File: config.mk
export PLATFORM = sky130hd
export DESIGN_NAME = l15_req_port_arbiter
export DESIGN_NICKNAME = d
export VERILOG_FILES = /design/src/rtl/l15_req_port_arbiter.sv
export SDC_FILE = /design/constraint.sdc
export NUM_CORES = 1
export LEC_CHECK = 0
export CAP_MARGIN = 10
export CORE_MARGIN = 2
export CORE_UTILIZATION = 54
export CTS_BUF_LIST = sky130_fd_sc_hd__clkbuf_4
export DETAILED_ROUTE_END_ITERATION = 12
export GPL_TIMING_DRIVEN = 1
export PLACE_DENSITY = 0.83
export SKIP_LAST_GASP = 1
export SLEW_MARGIN = 0
export SYNTH_ARGS = -nofsm -noshare
export SYNTH_HDL_FRONTEND = slang
export SYNTH_SLANG_ARGS = --single-unit
File: constraint.sdc
create_clock -name clk_i -period 2.07 [get_ports clk_i]
set_input_delay 0.414 -clock clk_i [delete_from_list [all_inputs] [get_ports clk_i]]
set_output_delay 0.414 -clock clk_i [all_outputs]
set_load 0.02 [all_outputs]
File: src/rtl/l15_req_port_arbiter.sv
// L1.5 request-channel arbiter: fixed priority with starvation promotion,
// grant held until L1.5 ack, in-flight transactions capped by a credit counter.
//
// state | meaning
// IDLE  | no request presented; pick a winner among eligible ports
// GRANT | l15_val_o high for l15_portid_o; wait for l15_ack_i
module l15_req_port_arbiter #(
    parameter int NumPorts       = 6,
    parameter int StarveTh       = 8,
    parameter int MaxOutstanding = 4,
    parameter int PortIdWidth    = $clog2(NumPorts),
    parameter int CntWidth       = $clog2(MaxOutstanding + 1)
) (
    input  logic                   clk_i,
    input  logic                   rstn_i,
    input  logic [NumPorts-1:0]    req_valid_i,
    output logic [NumPorts-1:0]    req_ready_o,
    output logic                   l15_val_o,
    output logic [PortIdWidth-1:0] l15_portid_o,
    input  logic                   l15_ack_i,
    input  logic                   rtrn_valid_i,
    output logic [CntWidth-1:0]    outstanding_o,
    output logic [NumPorts-1:0]    starved_o,
    output logic                   err_o
);

    localparam logic [CntWidth-1:0] MaxCnt    = CntWidth'(MaxOutstanding);
    localparam logic [7:0]          StarveCnt = 8'(StarveTh);

    typedef enum logic {
        IDLE,
        GRANT
    } state_e;

    state_e                 state_q, state_d;
    logic [PortIdWidth-1:0] portid_q, portid_d;
    logic [CntWidth-1:0]    outstanding_q;
    logic [7:0]             starve_cnt_q [NumPorts];
    logic                   err_q;
    logic [NumPorts-1:0]    eligible;
    logic [NumPorts-1:0]    starved;
    logic [PortIdWidth-1:0] winner;
    logic                   ack_fire;

    // Eligibility uses the registered count, so a same-cycle return frees
    // its credit only from the following cycle.
    always_comb begin
        starved  = '0;
        winner   = '0;
        for (int p = 0; p < NumPorts; p++) begin
            starved[p] = (starve_cnt_q[p] == StarveCnt);
        end
        eligible = req_valid_i & {NumPorts{outstanding_q < MaxCnt}};
        for (int i = NumPorts - 1; i >= 0; i--) begin
            if (eligible[i]) winner = PortIdWidth'(i);
        end
        for (int i = NumPorts - 1; i >= 0; i--) begin
            if (eligible[i] && starved[i]) winner = PortIdWidth'(i);
        end
    end

    always_comb begin
        state_d     = state_q;
        portid_d    = portid_q;
        ack_fire    = 1'b0;
        req_ready_o = '0;
        case (state_q)
            IDLE: begin
                if (|eligible) begin
                    state_d  = GRANT;
                    portid_d = winner;
                end
            end
            GRANT: begin
                if (l15_ack_i) begin
                    ack_fire = rstn_i;
                    state_d  = IDLE;
                end
            end
            default: state_d = IDLE;
        endcase
        for (int p = 0; p < NumPorts; p++) begin
            req_ready_o[p] = ack_fire && (portid_q == PortIdWidth'(p));
        end
    end

    always_ff @(posedge clk_i) begin
        if (!rstn_i) begin
            state_q  <= IDLE;
            portid_q <= '0;
        end else begin
            state_q  <= state_d;
            portid_q <= portid_d;
        end
    end

    always_ff @(posedge clk_i) begin
        if (!rstn_i) begin
            outstanding_q <= '0;
            err_q         <= 1'b0;
        end else begin
            case ({ack_fire, rtrn_valid_i})
                2'b10: outstanding_q <= outstanding_q + CntWidth'(1);
                2'b01: begin
                    if (outstanding_q == '0) err_q <= 1'b1;
                    else outstanding_q <= outstanding_q - CntWidth'(1);
                end
                default: outstanding_q <= outstanding_q;
            endcase
        end
    end

    // Losers still requesting age by one per accepted grant; the winner restarts.
    always_ff @(posedge clk_i) begin
        for (int p = 0; p < NumPorts; p++) begin
            if (!rstn_i) begin
                starve_cnt_q[p] <= '0;
            end else if (ack_fire) begin
                if (portid_q == PortIdWidth'(p)) begin
                    starve_cnt_q[p] <= '0;
                end else if (req_valid_i[p] && (starve_cnt_q[p] != StarveCnt)) begin
                    starve_cnt_q[p] <= starve_cnt_q[p] + 8'd1;
                end
            end
        end
    end

    assign l15_val_o     = (state_q == GRANT);
    assign l15_portid_o  = portid_q;
    assign outstanding_o = outstanding_q;
    assign starved_o     = starved;
    assign err_o         = err_q;

endmodule
After elaboration in Yosys (flattened, before gate mapping)
Memory sizes are Yosys's and may differ from the RTL's.
Index checks and enable logic that the tools add are counted.
{"block": "classes", "n_addsub": 8, "magnitude_cmp": 1, "n_eq_ne": 20, "muxes": 86, "n_bitwise": 14, "n_reduce_logical": 25}
{"cell": "$mux 8", "n": 12}
{"cell": "$mux 1", "n": 59}
{"cell": "$add 8x1->8 const B", "n": 6}
{"cell": "$eq 8x4->1 const B", "n": 6}
{"cell": "$ne 8x4->1 const B", "n": 6}
{"cell": "$mux 3", "n": 13}
{"cell": "$logic_and 1x1->1", "n": 18}
{"cell": "$or 1x1->1", "n": 12}
{"cell": "$and 6x6->6", "n": 1}
{"cell": "$eq 3x2->1 const B", "n": 2}
{"cell": "$eq 3x3->1 const B", "n": 2}
{"cell": "$logic_not 3->1", "n": 2}
{"cell": "$pmux 3 s2", "n": 1}
{"cell": "$reduce_and 2->1", "n": 3}
{"cell": "$reduce_or 6->1", "n": 1}
{"cell": "$add 3x1->3 const B", "n": 1}
{"cell": "$eq 3x1->1 const B", "n": 1}
{"cell": "$lt 3x3->1 const B", "n": 1}
{"cell": "$sub 3x1->3 const B", "n": 1}
{"cell": "$eq 2x1->1 const B", "n": 1}
{"cell": "$eq 2x2->1 const B", "n": 1}
{"cell": "$ne 2x2->1 const B", "n": 1}
{"cell": "$pmux 1 s2", "n": 1}
{"cell": "$reduce_bool 2->1", "n": 1}
{"cell": "$not 1->1", "n": 1}
{"block": "word_totals", "ff_bits": 8, "ramBits": 48, "in_bits": 10, "output_inout_bits": 20, "elab_cells": 159, "n_memories": 1}
{"memory": "starve_cnt_q", "depth": 6, "word_bits": 8, "rd": 6, "rd_ports_with_merged_regs": 0, "wr": 6, "line": "38", "text": "logic [7:0] starve_cnt_q [NumPorts];"}

Longest topological paths before layout
Gate-level depths: netlist of run 1.
{"block": "logic_depth", "word_depth": 14, "mapped_depth": 8, "ltp_nobuf": 6}

Least setup slack after synthesis of run 1
OpenSTA, ideal clock, no wires.
{"block": "synth_timing", "path_type": "reg-to-reg", "start": "memory starve_cnt_q[5][0]", "end": "memory starve_cnt_q[5][0], enable pin", "setup_time_ns": 0.328, "arrival_time_ns": 2.216, "required_ns": 1.742, "setup_slack_ns": -0.475, "stages_incl_launch_ff": 8, "n_path_buf": 1, "synth_period_minus_slack_ns": 2.545, "path_cell_list": "edfxtp_1 -> inv_1 -> ha_1 -> or4b_1 -> nor3_1 -> or3_1 -> buf_2 -> nand3b_1"}
{"item": "start: declaration", "line": "38"}

==> results by group, run 1 <==
Layout
  – Final core occ: about three quarters
  – Layout Nets: 444
  – Layout cells sized above 1: 28.67%
  – ANT cells: 0
  – Non-filler cells, final: 497
  – Synthesis-to-layout area growth: 38.37%
  – FILL cells: 376

Critical path
  – R2R Setup Slk: -0.07 ns
  – Critical path class: flop to output port
  – CP startpoint kind: flop
  – CP max FO: 2
  – CP Capture Type: output port
  – CP Data Required Time: 1.66 ns
  – Crit path arrival time: 1.85 ns

Detailed routing
  – DRC violations left: 0
  – Drt via density: 5.543
  – Initial DRC Count: 191
  – Total Wirelength: 7910 µm
  – Final ANT Viol Nets: 0
  – Pre-antenna DRT Iters: 5
  – Via count: 2,755
  – Drt wl/cell: 15.92 µm

Place
  – Pre-CTS WS: -0.5269 ns
  – Buffers on Ports: 29
  – Gpl congestion: 0.9530
  – HPWL after DPL: 5632 µm
  – Placed cell count: 478

Clock tree
  – Num CTS Buffers: 5
  – Root buf cell: clkbuf_4
  – Worst-Skew Late Latency: 0.38 ns
  – H-Tree Depth: 2
  – Clk sink count: 56
  – CTS tree: done
  – Max Root-Sink Buffers: 2
  – Worst-path clk slew: about 0.16 ns

GRT
  – Initial antenna violation count: 0
  – Largest net degree at the start of global routing: 17
  – Global route overflow: 0
  – Global-route wire length before repair: 12,190 µm
  – Vias in the first global route: 2,677
  – GRT Resource Usage Total: 24.13%

STA
  – Setup TNS: -0.8922 ns
  – Fin Clk Skew: 0.01144 ns
  – Worst slew pin tran: 0.6710 ns
  – Final setup vio count: 13
  – Fmax: 0.4418 GHz
  – Final Max Slew Viols: 0
  – Min cycle time layout: roughly 2.3 ns
  – Max-slew headroom: 54.85%
  – Worst setup slack after layout: -0.1934 ns
  – Final Hold Vio Count: 0
  – RSZ-0062 raised after global routing: true
  – Period utilization: 109.3%

Logic synthesis
  – Asr flop ratio synth: 0%
  – Prevailing post-synth register cell: edfxtp_1
  – Post-Synthesis Cells: 314
  – Syn avg cell area: 10.29 µm²
  – EDFF count, synth: 48
  – Yosys reg bits: 56
  – Synth warn: 0
  – Seq/Total Area, Yosys: 49.55%
  – Syn Nets: around 340
  – Yosys cell types: 46
  – Post-Syn Area: around 3200 µm²

Outcome
  – Failing checks: negative setup slack
  – Result of the run: complete, but fails checks

Die
  – Full die area: 6619 µm²
  – Core Footprint: 5851 µm²
  – Row count: 28
  – Ports: 30
  – Die H: ~81 µm
  – Starting density of the core: between 50% and 60%
  – Die width: 81.36 µm

Run
  – Max-cap viol count: 0

Power and ir drop
  – VDD IR max: 0.5515 mV
  – PwrDens: 666.2 nW/µm²
  – LEAKAGE: 1.823 nW

Hold path
  – Worst hold path type: primary input to flop
==> critical path, cell delays in order (launching register included) <==
cell	delay [ns]
edfxtp_1	0.41
inv_1	0.08
ha_1	0.14
or4b_4	0.50
nor3_4	0.18
buf_6	0.15
==> registers in the layout, indices dropped and copies added (netlist names) <==
register,flops
l15_portid_o,3
outstanding_o,3
l15_val_o,1
err_o,1
starve_cnt_q,48
==> final timing paths <==
check	from	endpoint	cells after the start
hold reg to reg	l15_portid_o[0]$_SDFFE_PN0P_	l15_portid_o[0]$_SDFFE_PN0P_	2
hold / removal	l15_ack_i	l15_val_o$_SDFF_PN0_	3
setup / recovery	starve_cnt_q[5][0]$_SDFFCE_PN0P_	starved_o[5]	5
setup reg to reg	starve_cnt_q[5][0]$_SDFFCE_PN0P_	starve_cnt_q[5][4]$_SDFFCE_PN0P_	9
==> Yosys cell counts (all sizes together) (3+ instances only) <==
| library cell | n | area [µm²] |
|---|---|---|
| nand3 | 28 | 140.1 |
| ha | 12 | 150.1 |
| nand2b | 4 | 25.02 |
| nand4 | 3 | 18.77 |
| dfxtp | 8 | 160.2 |
| xnor2 | 10 | 87.58 |
| xor2 | 27 | 236.5 |
| nor4b | 4 | 50.05 |
| and4 | 3 | 26.28 |
| edfxtp | 48 | 1441 |
| and3 | 16 | 100.1 |
| o21ai | 4 | 20.02 |
| buf | 3 | 15.01 |
| nand2 | 6 | 22.52 |
| nor2 | 60 | 225.2 |
| or3 | 4 | 25.02 |
| nand3b | 8 | 60.06 |
| inv | 24 | 90.09 |
| nor3 | 8 | 40.04 |
| nor4 | 3 | 33.78 |
==> cell type report <==
class                   count  area, µm²  area share (%)
multi-input cells         229       1694           37.88
repair buffers            105      915.9           20.48
well taps                  75      93.84           2.098
clock buffers               5      37.54          0.8394
inverters                  24      90.09           2.015
flip-flops and latches     56       1603           35.84
clock inverters             3      37.54          0.8394
==> logic make-up after synthesis <==
group                    count (synthesis)  synth area share [%]
AND/OR/NAND/NOR                        158                 26.71
AO/OA/AOI/OAI                           20                 4.646
XOR/XNOR                                37                 10.03
buffers and inverters                   29                 3.484
adder cells (fa/ha/maj)                 13                 5.265
multiplexers                             1                0.3097
flip-flops                              56                 49.55
==> placed cells by master, fill, tap and decap left out, types with 5 or more instances in the layout <==
master           count
nand3b_1             8
buf_4               71
clkdlybuf4s50_1     15
ha_1                10
clkbuf_4             5
nor3_4               5
xor2_1              27
edfxtp_1            48
nor2_1              58
nand3_1             27
dfxtp_1              7
xnor2_1             10
and3_1              13
inv_1               23
nand2_1              6
buf_6                7
==> power breakdown <==
part	leakage [nW]	internal (mW)	switching, mW
registers	0.565	1.35	0.138
clock network	0.0403	0.247	0.333
logic	1.22	0.460	0.452
==> layer usage <==
metal  track usage (%)  part of all wire, %  vias to the layer above
met2             42.70                   52                       80
met5                 0                    0                        -
met1             30.43                   42                     1314
met3             4.222                  4.1                       25
li1                  -                    -                     1336
met4             6.271                  2.6                        0
==> stage by stage <==
| step | power, mW | hold slack, ns | cell area, µm² |
|---|---|---|---|
| 4_1_cts | 2.943 | 0.5877 | 4335 |
| 3_3_place_gp | 2.301 | 0.5384 | 4185 |
| 5_1_grt | 3.111 | 0.4979 | 4472 |
| 6_report | 2.979 | 0.5051 | 4472 |
| 3_5_place_dp | 2.347 | 0.5641 | 4185 |
| 2_1_floorplan | 1.943 | 0.5778 | 3298 |
==> what timing repair did <==
| item | 4_1_cts | 5_1_grt |
|---|---|---|
| gates cloned | 0 | 0 |
| setup endpoints to repair | 15 | 23 |
| pin swaps | 2 | 7 |
| hold buffers | 0 | 0 |
| buffers inserted | 5 | 6 |
| resized for setup | 62 | 22 |
Note: power is estimated with default switching activity, not from simulation.
==> inputs of run 2 (changes only) <==
--- a/config.mk
+++ b/config.mk
@@ -8,7 +8,7 @@
 export CAP_MARGIN = 10
 export CORE_MARGIN = 2
 export CORE_UTILIZATION = 54
-export CTS_BUF_LIST = sky130_fd_sc_hd__clkbuf_4
+export CTS_BUF_LIST = sky130_fd_sc_hd__clkbuf_8
 export DETAILED_ROUTE_END_ITERATION = 12
 export GPL_TIMING_DRIVEN = 1
 export PLACE_DENSITY = 0.83
==> results by group, run 2 (same netlist as run 1, synthesis figures left out) <==
Die
  – Starting density of the core: 55.24% (unchanged)
  – Die width: 81.36 µm (unchanged)
  – Row count: 28 (unchanged)
  – Ports: 30 (unchanged)
  – Full die area: 6619 µm² (unchanged)
  – Die H: 81.36 µm (unchanged)
  – Core Footprint: 5851 µm² (unchanged)

Detailed routing
  – Via count: 2,705 (-1.8%)
  – Final ANT Viol Nets: 0 (unchanged)
  – Total Wirelength: 7718 µm (-2.4%)
  – Pre-antenna DRT Iters: 5 (unchanged)
  – DRC violations left: 0 (unchanged)
  – Initial DRC Count: 234 (+23%)
  – Drt wl/cell: 15.69 µm (-1.4%)
  – Drt via density: 5.498 (-0.82%)

Critical path
  – Worst reg2reg path depth: 9 (unchanged)
  – Reg2reg end: starve_cnt_q[5][0]$_SDFFCE_PN0P_
  – Critical path class: flop to output port
  – CP max FO: 2 (unchanged)
  – Critical path startpoint: starve_cnt_q[5][0]$_SDFFCE_PN0P_
  – CP startpoint kind: flop
  – R2R Setup Slk: -0.06 ns (about the same)
  – Cell Chain, Critical Path: inv_1 > ha_1 > or4b_4 > nor3_4 > buf_6
  – Slowest stage cell on the critical path: or4b_4
  – CP Capture Type: output port
  – Buf+Inv Stages, Crit Path: 2 (unchanged)
  – Max stage delay on crit path: 0.50 ns (about the same)
  – CP delay by family, top: simple AND/OR/NAND/NOR gates
  – FF-to-FF Start: starve_cnt_q[5][0]$_SDFFCE_PN0P_
  – Crit path arrival time: 1.74 ns (-0.11 ns)
  – CP Data Required Time: 1.66 ns (about the same)

STA
  – Final Hold Vio Count: 0 (unchanged)
  – Fmax: 0.4635 GHz (+4.9%)
  – Max-slew headroom: 71.79% (+17 points)
  – Final setup vio count: 12 (-1)
  – Min Hold Slack: 0.5335 ns (+0.02847 ns)
  – Worst setup slack after layout: -0.08730 ns (+0.1061 ns)
  – Period utilization: 104.2% (-5.1 points)
  – Final Max Slew Viols: 0 (unchanged)
  – Min cycle time layout: 2.157 ns (-0.1061 ns)
  – RSZ-0062 raised after global routing: true
  – Worst slew pin tran: 0.4196 ns (-0.2514 ns)
  – Fin Clk Skew: 0.008205 ns (-0.003233 ns)

Clock tree
  – Clk sink count: 56 (unchanged)
  – Worst-Skew Late Latency: 0.31 ns (-0.07 ns)
  – Worst-path clk slew: 0.10 ns (-0.06 ns)
  – CTS tree: done
  – # hold bufs at CTS: 0 (unchanged)
  – H-Tree Depth: 2 (unchanged)
  – Num CTS Buffers: 5 (unchanged)
  – Root buf cell: clkbuf_8
  – Max Root-Sink Buffers: 2 (unchanged)

Place
  – HPWL after DPL: 5632 µm (unchanged)
  – Buffers on Ports: 29 (unchanged)
  – Gpl congestion: 0.9530 (unchanged)
  – Pre-CTS WS: -0.5269 ns (unchanged)

Power and ir drop
  – LEAKAGE: 1.809 nW (-0.76%)
  – VDD IR max: 0.6057 mV (+9.8%)
  – PwrDens: 697.9 nW/µm² (+4.8%)

Layout
  – Commonest cells after routing, fill and taps aside: buf_4, nor2_1, edfxtp_1, nand3_1, xor2_1
  – Synthesis-to-layout area growth: 36.93%
  – Layout cells sized above 1: 27.82% (-0.86 points)
  – Max FFs per register: 48 (unchanged)
  – Commonest non-fill, non-tap cell in the layout: buf_4
  – Storage element area: 1602 µm² (about the same)
  – FILL cells: 383 (+1.9%)
  – Multi-input gate area: 1682 µm² (-0.74%)
  – ANT cells: 0 (unchanged)
  – Biggest register: starve_cnt_q
  – Layout Nets: 439 (-1.1%)

Outcome
  – Failing checks: negative setup slack
  – Result of the run: complete, but fails checks

Hold path
  – HP Start: l15_ack_i
  – Hold Path End: l15_val_o$_SDFF_PN0_
  – Worst hold path type: primary input to flop
  – Cell count of the worst hold path: 3 (unchanged)

GRT
  – GRT met1 Usage: 30.41% (about the same)
  – Global route overflow: 0 (unchanged)
  – Global route hottest layer: met2
  – Initial antenna violation count: 0 (unchanged)
  – GRT Resource Usage Total: 24.34% (+0.21 points)
  – Met2 Use GR: 43.20% (+0.49 points)
  – Largest net degree at the start of global routing: 17 (unchanged)
  – Vias in the first global route: 2,707 (+1.1%)
  – Met3 Usage GRT: 4.111% (-0.11 points)
  – Global-route wire length before repair: 12,360 µm (+1.4%)

Run
  – Max-cap viol count: 0 (unchanged)
## run 2: changes by cell type in the layout (fill, tap and decap cells not counted), moves of 2 or more
cell	change
clkbuf_8	+5
nor3_2	+3
ha_1	+2
clkbuf_4	-5
buf_4	-3
buf_6	-5
nor3_1	-2
buf_2	+3
## run 2: layout make-up
type / instances / share of cell area, %
sequential: 56 / 36.19
clock buffer: 5 / 1.555
clock inverter: 3 / 0.8482
multi-input combinational: 229 / 38.00
inverter: 24 / 2.036
timing repair buffer: 100 / 19.25
tap: 75 / 2.120
## run 2: worst register-to-register path, stage by stage (launching register included)
cell	delay, ns
edfxtp_1	0.40
inv_1	0.09
ha_1	0.15
or4b_4	0.50
nor3_4	0.16
buf_4	0.14
buf_4	0.09
or3_4	0.11
nand3b_1	0.12
buf_12	0.17
## run 2: worst max path at each step
stage	endpoint	slack (ns)	depth (start not counted)
5_1_grt	starved_o[5]	-0.15	5
4_1_cts	starved_o[5]	-0.08	5
6_report	starved_o[5]	-0.09	5
2_1_floorplan	starve_cnt_q[5][0]$_SDFFCE_PN0P_	-0.09	7
3_5_place_dp	req_ready_o[1]	-0.53	4
3_3_place_gp	req_ready_o[1]	-0.47	4
## run 2: timing repair
action                                 4_1_cts  5_1_grt
pin swaps                                    0        3
setup endpoints to repair                   15       22
setup buffers                                2        4
gates resized for setup                     56       16
endpoints found under the hold margin        0        0
## run 2: where the power goes
part	internal [mW]	total, mW	switching [mW]	leakage [nW]
clock	0.353	0.699	0.346	0.0532
sequential	1.35	1.49	0.139	0.564
combinational	0.458	0.902	0.445	1.19
total	2.16	3.09	0.930	1.81
## run 2: per-stage QoR
step                area, µm²  setup TNS (ns)  power, mW  instances  util [%]
finish                   4425         -0.6154      3.089        492     75.64
global route             4425          -1.830      3.230        492     75.64
CTS                      4343         -0.2053      3.057        488     74.23
detailed placement       4185          -13.21      2.347        478     71.54
global placement         4185          -9.373      2.301        478     71.54
floorplan                3298         -0.7151      1.943        314         -
## run 2: layer usage
| layer | vias to the layer above | wire [µm] |
|---|---|---|
| li1 | 1328 | - |
| met1 | 1267 | 3239 |
| met2 | 92 | 3989 |
| met3 | 18 | 370 |
| met4 | 0 | 119 |
| met5 | - | 0 |
